==> src/rtl/updown_counter_pro_if.sv <==
// Bus bundle for updown_counter_pro: control/configuration inputs and
// counter status outputs. clk and rstn stay as plain module ports.
interface updown_counter_pro_if #(
  parameter int WIDTH  = 8,
  parameter int STEP_W = 4
);
  logic              ena;
  logic              clr;
  logic              load;
  logic [WIDTH-1:0]  load_val;
  logic              up_down;
  logic              hold;
  logic [WIDTH-1:0]  lo;
  logic [WIDTH-1:0]  hi;
  logic [STEP_W-1:0] step;
  logic [1:0]        mode;
  logic              start;
  logic              ovf_clr;
  logic [WIDTH-1:0]  cnt;
  logic              tc;
  logic              busy;
  logic              ovf_sticky;
  logic              cfg_err;

  modport master (
    output ena, clr, load, load_val, up_down, hold, lo, hi, step, mode,
           start, ovf_clr,
    input  cnt, tc, busy, ovf_sticky, cfg_err
  );

  modport slave (
    input  ena, clr, load, load_val, up_down, hold, lo, hi, step, mode,
           start, ovf_clr,
    output cnt, tc, busy, ovf_sticky, cfg_err
  );
endinterface

==> src/rtl/updown_counter_pro.sv <==
// Up/down counter with programmable limits and step, wrap / saturate /
// one-shot modes, terminal-count pulse and sticky overflow flag.
module updown_counter_pro #(
  parameter int WIDTH  = 8,
  parameter int STEP_W = 4
) (
  input  logic               clk,
  input  logic               rstn,
  updown_counter_pro_if.slave bus
);

  // Arithmetic width: one bit wider than the wider operand so that both the
  // up-carry and the down-borrow are visible.
  localparam int AW = ((WIDTH > STEP_W) ? WIDTH : STEP_W) + 1;

  localparam logic [1:0] MODE_WRAP    = 2'b00;
  localparam logic [1:0] MODE_SAT     = 2'b01;
  localparam logic [1:0] MODE_ONESHOT = 2'b10;

  typedef enum logic [1:0] {
    ST_IDLE = 2'd0,
    ST_RUN  = 2'd1,
    ST_DONE = 2'd2
  } state_e;

  state_e            state_q, state_d;
  logic [WIDTH-1:0]  cnt_q, cnt_d;
  logic              tc_q, tc_d;
  logic              busy_q, busy_d;
  logic              ovf_q, ovf_d;
  logic              ovf_set_s;

  logic [AW-1:0]     cnt_ext_s, step_ext_s, lo_ext_s, hi_ext_s, nxt_s;
  logic              up_s, step_nz_s, borrow_s, lim_s, over_s, cfg_err_s;
  logic [WIDTH-1:0]  tgt_s, far_s;
  logic [1:0]        mode_s;

  assign up_s       = bus.up_down;
  assign cfg_err_s  = (bus.lo > bus.hi);
  // Mode 11 behaves exactly like saturate.
  assign mode_s     = (bus.mode == 2'b11) ? MODE_SAT : bus.mode;

  assign cnt_ext_s  = AW'(cnt_q);
  assign step_ext_s = AW'(bus.step);
  assign lo_ext_s   = AW'(bus.lo);
  assign hi_ext_s   = AW'(bus.hi);
  assign nxt_s      = up_s ? (cnt_ext_s + step_ext_s) : (cnt_ext_s - step_ext_s);
  // A down result can only set the top bit by borrowing.
  assign borrow_s   = !up_s && nxt_s[AW-1];
  assign step_nz_s  = (bus.step != {STEP_W{1'b0}});

  // Limit reached or passed in the current direction.
  assign lim_s  = step_nz_s && (up_s ? (nxt_s >= hi_ext_s)
                                     : (borrow_s || (nxt_s <= lo_ext_s)));
  // Strictly past the limit.
  assign over_s = step_nz_s && (up_s ? (nxt_s > hi_ext_s)
                                     : (borrow_s || (nxt_s < lo_ext_s)));

  // Limit being approached, and the opposite end (wrap target / launch value).
  assign tgt_s = up_s ? bus.hi : bus.lo;
  assign far_s = up_s ? bus.lo : bus.hi;

  // Next-state logic: priority chain, then per-mode counting and one-shot FSM.
  always_comb begin
    cnt_d     = cnt_q;
    state_d   = state_q;
    tc_d      = 1'b0;
    ovf_set_s = 1'b0;
    busy_d    = 1'b0;

    if (!bus.ena) begin
      cnt_d   = {WIDTH{1'b0}};
      state_d = ST_IDLE;
    end else if (bus.clr) begin
      cnt_d = bus.lo;
    end else if (bus.load) begin
      cnt_d = bus.load_val;
    end else if (bus.hold || cfg_err_s) begin
      cnt_d = cnt_q;
    end else if ((state_q != ST_IDLE) && (mode_s != MODE_ONESHOT)) begin
      // Mode left one-shot mid-sequence: park the FSM, keep the count.
      state_d = ST_IDLE;
    end else begin
      case (mode_s)
        MODE_WRAP: begin
          if (lim_s) begin
            tc_d      = 1'b1;
            ovf_set_s = over_s;
            cnt_d     = over_s ? far_s : tgt_s;
          end else begin
            cnt_d = nxt_s[WIDTH-1:0];
          end
        end
        MODE_SAT: begin
          if (lim_s) begin
            ovf_set_s = over_s;
            cnt_d     = tgt_s;
            // Already parked at the limit: a repeated clamp is silent.
            tc_d      = (cnt_q != tgt_s);
          end else begin
            cnt_d = nxt_s[WIDTH-1:0];
          end
        end
        MODE_ONESHOT: begin
          case (state_q)
            ST_IDLE, ST_DONE: begin
              if (bus.start) begin
                state_d = ST_RUN;
                cnt_d   = far_s;
              end else begin
                cnt_d = cnt_q;
              end
            end
            ST_RUN: begin
              if (lim_s) begin
                cnt_d     = tgt_s;
                tc_d      = 1'b1;
                ovf_set_s = over_s;
                state_d   = ST_DONE;
              end else begin
                cnt_d = nxt_s[WIDTH-1:0];
              end
            end
            default: begin
              state_d = ST_IDLE;
            end
          endcase
        end
        default: begin
          cnt_d = cnt_q;
        end
      endcase
    end

    if (mode_s == MODE_ONESHOT) begin
      busy_d = (state_d == ST_RUN);
    end else begin
      busy_d = bus.ena && !bus.hold && !cfg_err_s && step_nz_s;
    end

    // A new overflow event wins over a simultaneous clear request.
    ovf_d = ovf_set_s || (ovf_q && !bus.ovf_clr);
  end

  // State and output registers with asynchronous active-low reset.
  always_ff @(posedge clk or negedge rstn) begin
    if (!rstn) begin
      state_q <= ST_IDLE;
      cnt_q   <= {WIDTH{1'b0}};
      tc_q    <= 1'b0;
      busy_q  <= 1'b0;
      ovf_q   <= 1'b0;
    end else begin
      state_q <= state_d;
      cnt_q   <= cnt_d;
      tc_q    <= tc_d;
      busy_q  <= busy_d;
      ovf_q   <= ovf_d;
    end
  end

  assign bus.cnt        = cnt_q;
  assign bus.tc         = tc_q;
  assign bus.busy       = busy_q;
  assign bus.ovf_sticky = ovf_q;
  assign bus.cfg_err    = cfg_err_s;

endmodule

==> src/flat_wrapper.sv <==
// flat-port wrapper written by rule: the top's interface ports become plain ports
module updown_counter_pro_flat 
#(
  parameter int WIDTH  = 8,
  parameter int STEP_W = 4
)
  (clk, rstn, bus_ena, bus_clr, bus_load, bus_load_val, bus_up_down, bus_hold, bus_lo, bus_hi, bus_step, bus_mode, bus_start, bus_ovf_clr, bus_cnt, bus_tc, bus_busy, bus_ovf_sticky, bus_cfg_err);
  updown_counter_pro_if #(.WIDTH(WIDTH), .STEP_W(STEP_W)) bus_i ();
  input  logic clk;
  input  logic rstn;
  input wire logic [$bits(bus_i.ena)-1:0] bus_ena;
  input wire logic [$bits(bus_i.clr)-1:0] bus_clr;
  input wire logic [$bits(bus_i.load)-1:0] bus_load;
  input wire logic [$bits(bus_i.load_val)-1:0] bus_load_val;
  input wire logic [$bits(bus_i.up_down)-1:0] bus_up_down;
  input wire logic [$bits(bus_i.hold)-1:0] bus_hold;
  input wire logic [$bits(bus_i.lo)-1:0] bus_lo;
  input wire logic [$bits(bus_i.hi)-1:0] bus_hi;
  input wire logic [$bits(bus_i.step)-1:0] bus_step;
  input wire logic [$bits(bus_i.mode)-1:0] bus_mode;
  input wire logic [$bits(bus_i.start)-1:0] bus_start;
  input wire logic [$bits(bus_i.ovf_clr)-1:0] bus_ovf_clr;
  output wire logic [$bits(bus_i.cnt)-1:0] bus_cnt;
  output wire logic [$bits(bus_i.tc)-1:0] bus_tc;
  output wire logic [$bits(bus_i.busy)-1:0] bus_busy;
  output wire logic [$bits(bus_i.ovf_sticky)-1:0] bus_ovf_sticky;
  output wire logic [$bits(bus_i.cfg_err)-1:0] bus_cfg_err;
  assign bus_i.ena = bus_ena;
  assign bus_i.clr = bus_clr;
  assign bus_i.load = bus_load;
  assign bus_i.load_val = bus_load_val;
  assign bus_i.up_down = bus_up_down;
  assign bus_i.hold = bus_hold;
  assign bus_i.lo = bus_lo;
  assign bus_i.hi = bus_hi;
  assign bus_i.step = bus_step;
  assign bus_i.mode = bus_mode;
  assign bus_i.start = bus_start;
  assign bus_i.ovf_clr = bus_ovf_clr;
  assign bus_cnt = bus_i.cnt;
  assign bus_tc = bus_i.tc;
  assign bus_busy = bus_i.busy;
  assign bus_ovf_sticky = bus_i.ovf_sticky;
  assign bus_cfg_err = bus_i.cfg_err;
  updown_counter_pro #(.WIDTH(WIDTH), .STEP_W(STEP_W)) u_core (.clk(clk), .rstn(rstn), .bus(bus_i));
endmodule
==> config.mk <==
export PLATFORM = sky130hd
export DESIGN_NAME = updown_counter_pro_flat
export DESIGN_NICKNAME = d
export VERILOG_FILES = /design/src/rtl/updown_counter_pro_if.sv /design/src/rtl/updown_counter_pro.sv /design/src/flat_wrapper.sv
export SDC_FILE = /design/constraint.sdc
export NUM_CORES = 1
export LEC_CHECK = 0
export ABC_AREA = 0
export BUFFER_PORTS_ARGS = -buffer_cell sky130_fd_sc_hd__buf_2
export CELL_PAD_IN_SITES_DETAIL_PLACEMENT = 1
export CELL_PAD_IN_SITES_GLOBAL_PLACEMENT = 2
export CORE_ASPECT_RATIO = 0.8
export CORE_UTILIZATION = 32
export DETAILED_ROUTE_END_ITERATION = 12
export GPL_TIMING_DRIVEN = 0
export PLACE_DENSITY = 0.88
export SYNTH_ARGS = -nofsm -noshare
export SYNTH_HDL_FRONTEND = slang
export SYNTH_SLANG_ARGS = --single-unit
==> constraint.sdc <==
create_clock -name clk -period 4.1 [get_ports clk]
set_input_delay 0.205 -clock clk [delete_from_list [all_inputs] [get_ports clk]]
set_output_delay 0.205 -clock clk [all_outputs]
set_load 0.1 [all_outputs]
==> reports/metrics.yaml <==
outcome: "finished clean"
slowest_stage: "fa_2"
vdd.ir_drop.worst_uv: 92.10
start_kind: "primary input"
wl_per_cell_microns: 19.96
fillers: 946
slew_violations: 0
cts.sinks: 13
place_congestion: 0.9716
setup_viol: 0
hold_violations: 0
syn_area_sq_um: 2541
layout-drive-gt1-share: 0.2168
fin_crit_ns: 3.890
syn_area_per_cell_sq_um: 7.586
yosysTopAreaCell: "ha_1"
synth_cell_type_count: 57
hold_class: "in -> reg"
grt_usage: 0.2483
core-area_sq_um: 7532
die_height_microns: 81.71
synth_top_area_share: 0.1674
ys_ff_latch: 13
die_x_microns: 101.6
io_pins: 51
clk_pin_slew_ns: 0.07
io_buffers: 47
fin_total_pwr_mw: 1.130
vias: 2884
skew_ns: 0.001756
fin_nets: 467
ys.flop_type: "dfrtp_1"
crit_fanout: 10
synth_edf_count: 0
grt_max_degree: 14
p_leak_nw: 1.486
antenna_found_initial: 0
grt.overflow.total: 0
arrival_ns: 4.05
first_pass_iters: 4
cp_cell_sequence: "buf_6 > buf_12 > buf_8 > mux2_2 > fa_2 > a211oi_2 > o21ai_1 > xor2_1 > buf_4 > ha_1 > nand4_1 > or2_1 > a311o_1 > and2_4 > buf_6 > a22oi_1 > o22ai_1 > o31ai_1"
area_growth_pct: 23.19
htree_levels: 1
critPathCaptureType: "flop"
start_util: 0.3374
drv_cap: 0
insertion_delay_ns: 0.25
post-route-util: 0.4156
wl_microns: 9922
whs_ns: 0.1336
cts_tree: "yes"
yosysWarnings: 0
synth_cells: 335
path_class: "in -> reg"
slowest_delay_ns: 0.41
powerDensity_nw_per_um2: 361.1
worst-path-buf-inv: 5
hpwl_microns: 8050
antennaDiodeCount: 0
postSynth.asyncResetShare: 1.000
worst_pin_slew_ns: 0.7067
synth.area.top_cells: "ha_1, dfrtp_1, mux2i_1"
crit_top_cell: "buf_6"
required_ns: 4.26
syn_nets: 409
rsz0062_at_grt: "false"
fmax_ghz: 0.2571
grt_pass1_wl_microns: 15530
path_delay_family: "compound AO/OA/AOI/OAI gates"
routed_via_density: 5.803
ant_nets: 0
clk_path_buf_depth: 2
cts-root-buf: "clkbuf_8"
yosysSeqAreaShare: 0.1280
period_share: 0.9487
num_rows: 28
drtIter0Drc: 180
cts_made_buffers: 3
dieArea_sq_um: 8304
relSlewSlack: 0.5289
grt_pass1_vias: 2814
drc: 0
[cell type report]
type / count / area, sq um / area share
multi-input cells: 279 / 2137 / 0.6827
plain buffers: 12 / 92.59 / 0.02958
inverters: 31 / 116.4 / 0.03717
flip-flops and latches: 13 / 325.3 / 0.1039
repair buffers: 53 / 282.8 / 0.09033
clock buffers: 4 / 45.04 / 0.01439
well taps: 105 / 131.4 / 0.04197
[cells by family (layout without fill, tap and decap cells)]
group                      count (synthesis)  after routing  share of synthesized area
AOI/OAI and AO/OA                        115            115                     0.3225
xor gates and xnor gates                  16             16                    0.05514
adders and majority gates                 35             35                     0.1753
buffers and inverters                     43            100                    0.06844
DFF                                       13             13                     0.1280
muxes                                     16             16                    0.06401
and+or+nand+nor                           97             97                     0.1866
[worst register-to-register path, stage by stage (launching register included)]
cell,delay [ns]
dfrtp_1,0.45
ha_1,0.27
fa_2,0.40
a211oi_2,0.30
o21ai_1,0.11
xor2_1,0.17
buf_4,0.15
ha_1,0.33
nand4_1,0.14
or2_1,0.27
a311o_1,0.30
and2_4,0.18
buf_6,0.15
a22oi_1,0.19
o22ai_1,0.12
o31ai_1,0.24
[Yosys cell counts, types with 3 or more instances]
library cell	n
o221ai_1	7
clkbuf_1	7
nand3_1	12
o21ai_1	3
inv_1	30
a21oi_1	26
a21o_1	6
xnor2_1	11
nor3_1	8
a22oi_1	13
nor2b_1	3
nand2b_1	6
mux2i_1	14
nor2_1	19
o211ai_1	9
nand2_1	28
a31oi_1	5
xor2_1	5
o21a_1	4
nand4_1	8
o31ai_1	5
dfrtp_1	13
ha_1	34
buf_2	4
a22o_1	6
o21ai_0	10
[flip-flops by register name, summed over array words and instances (netlist names)]
name	count
u_core.bus.cnt	8
u_core.state_q	2
u_core.bus.busy	1
u_core.bus.ovf_sticky	1
u_core.bus.tc	1
[what timing repair did]
action                                  in CTS  in global routing
hold buffers                                 1                  0
hold endpoints to repair                    13                  0
pin swaps                                    4                  9
buffers inserted                             2                  3
gates resized for setup                     14                 15
endpoints found under the setup margin      13                 11
[layout by cell type, fill, tap and decap left out, types with 12 or more instances in the layout]
master,Yosys,layout
a21oi_1,26,24
a22oi_1,13,13
buf_2,4,48
dfrtp_1,13,13
ha_1,34,33
inv_1,30,30
mux2i_1,14,14
nand2_1,28,27
nand3_1,12,12
nor2_1,19,18
[power by group]
group          switching [mW]  internal, mW  total (mW)
registers              0.0231         0.141       0.164
logic                   0.531         0.308       0.840
clock network          0.0573        0.0690       0.126
[path summary, 6_finish.rpt]
path	startpoint	depth (start not counted)	to	slack (ns)
setup / recovery	bus_up_down	18	u_core.bus.cnt[0]	0.21
hold / removal	bus_ovf_clr	2	u_core.bus.ovf_sticky	0.13
setup reg to reg	u_core.bus.cnt[0]	15	u_core.bus.cnt[0]	0.24
hold reg to reg	u_core.bus.ovf_sticky	2	u_core.bus.ovf_sticky	0.52
max in group asynchronous	rstn	2	u_core.bus.cnt[3]	3.43
min in group asynchronous	rstn	2	u_core.bus.cnt[6]	0.41
[through the flow]
step / instances / TNS [ns] / setup slack, ns / cell area (sq um)
final: 497 / 0 / 0.2103 / 3131
after global placement: 487 / -8.477 / -0.8130 / 2912
after global routing: 497 / 0 / 0.03024 / 3131
after CTS: 494 / 0 / 0.004960 / 3038
after floorplan: 335 / 0 / 0.03353 / 2545
after detailed placement: 487 / -8.246 / -0.8471 / 2912
[layer usage]
metal	track usage	vias up	wire (microns)
met5	0	-	0
li1	-	1381	-
met1	0.3773	1402	4956
met3	0.02213	4	653
met2	0.3905	97	4287
met4	0.01884	0	24
(Power assumes the default switching activity.)
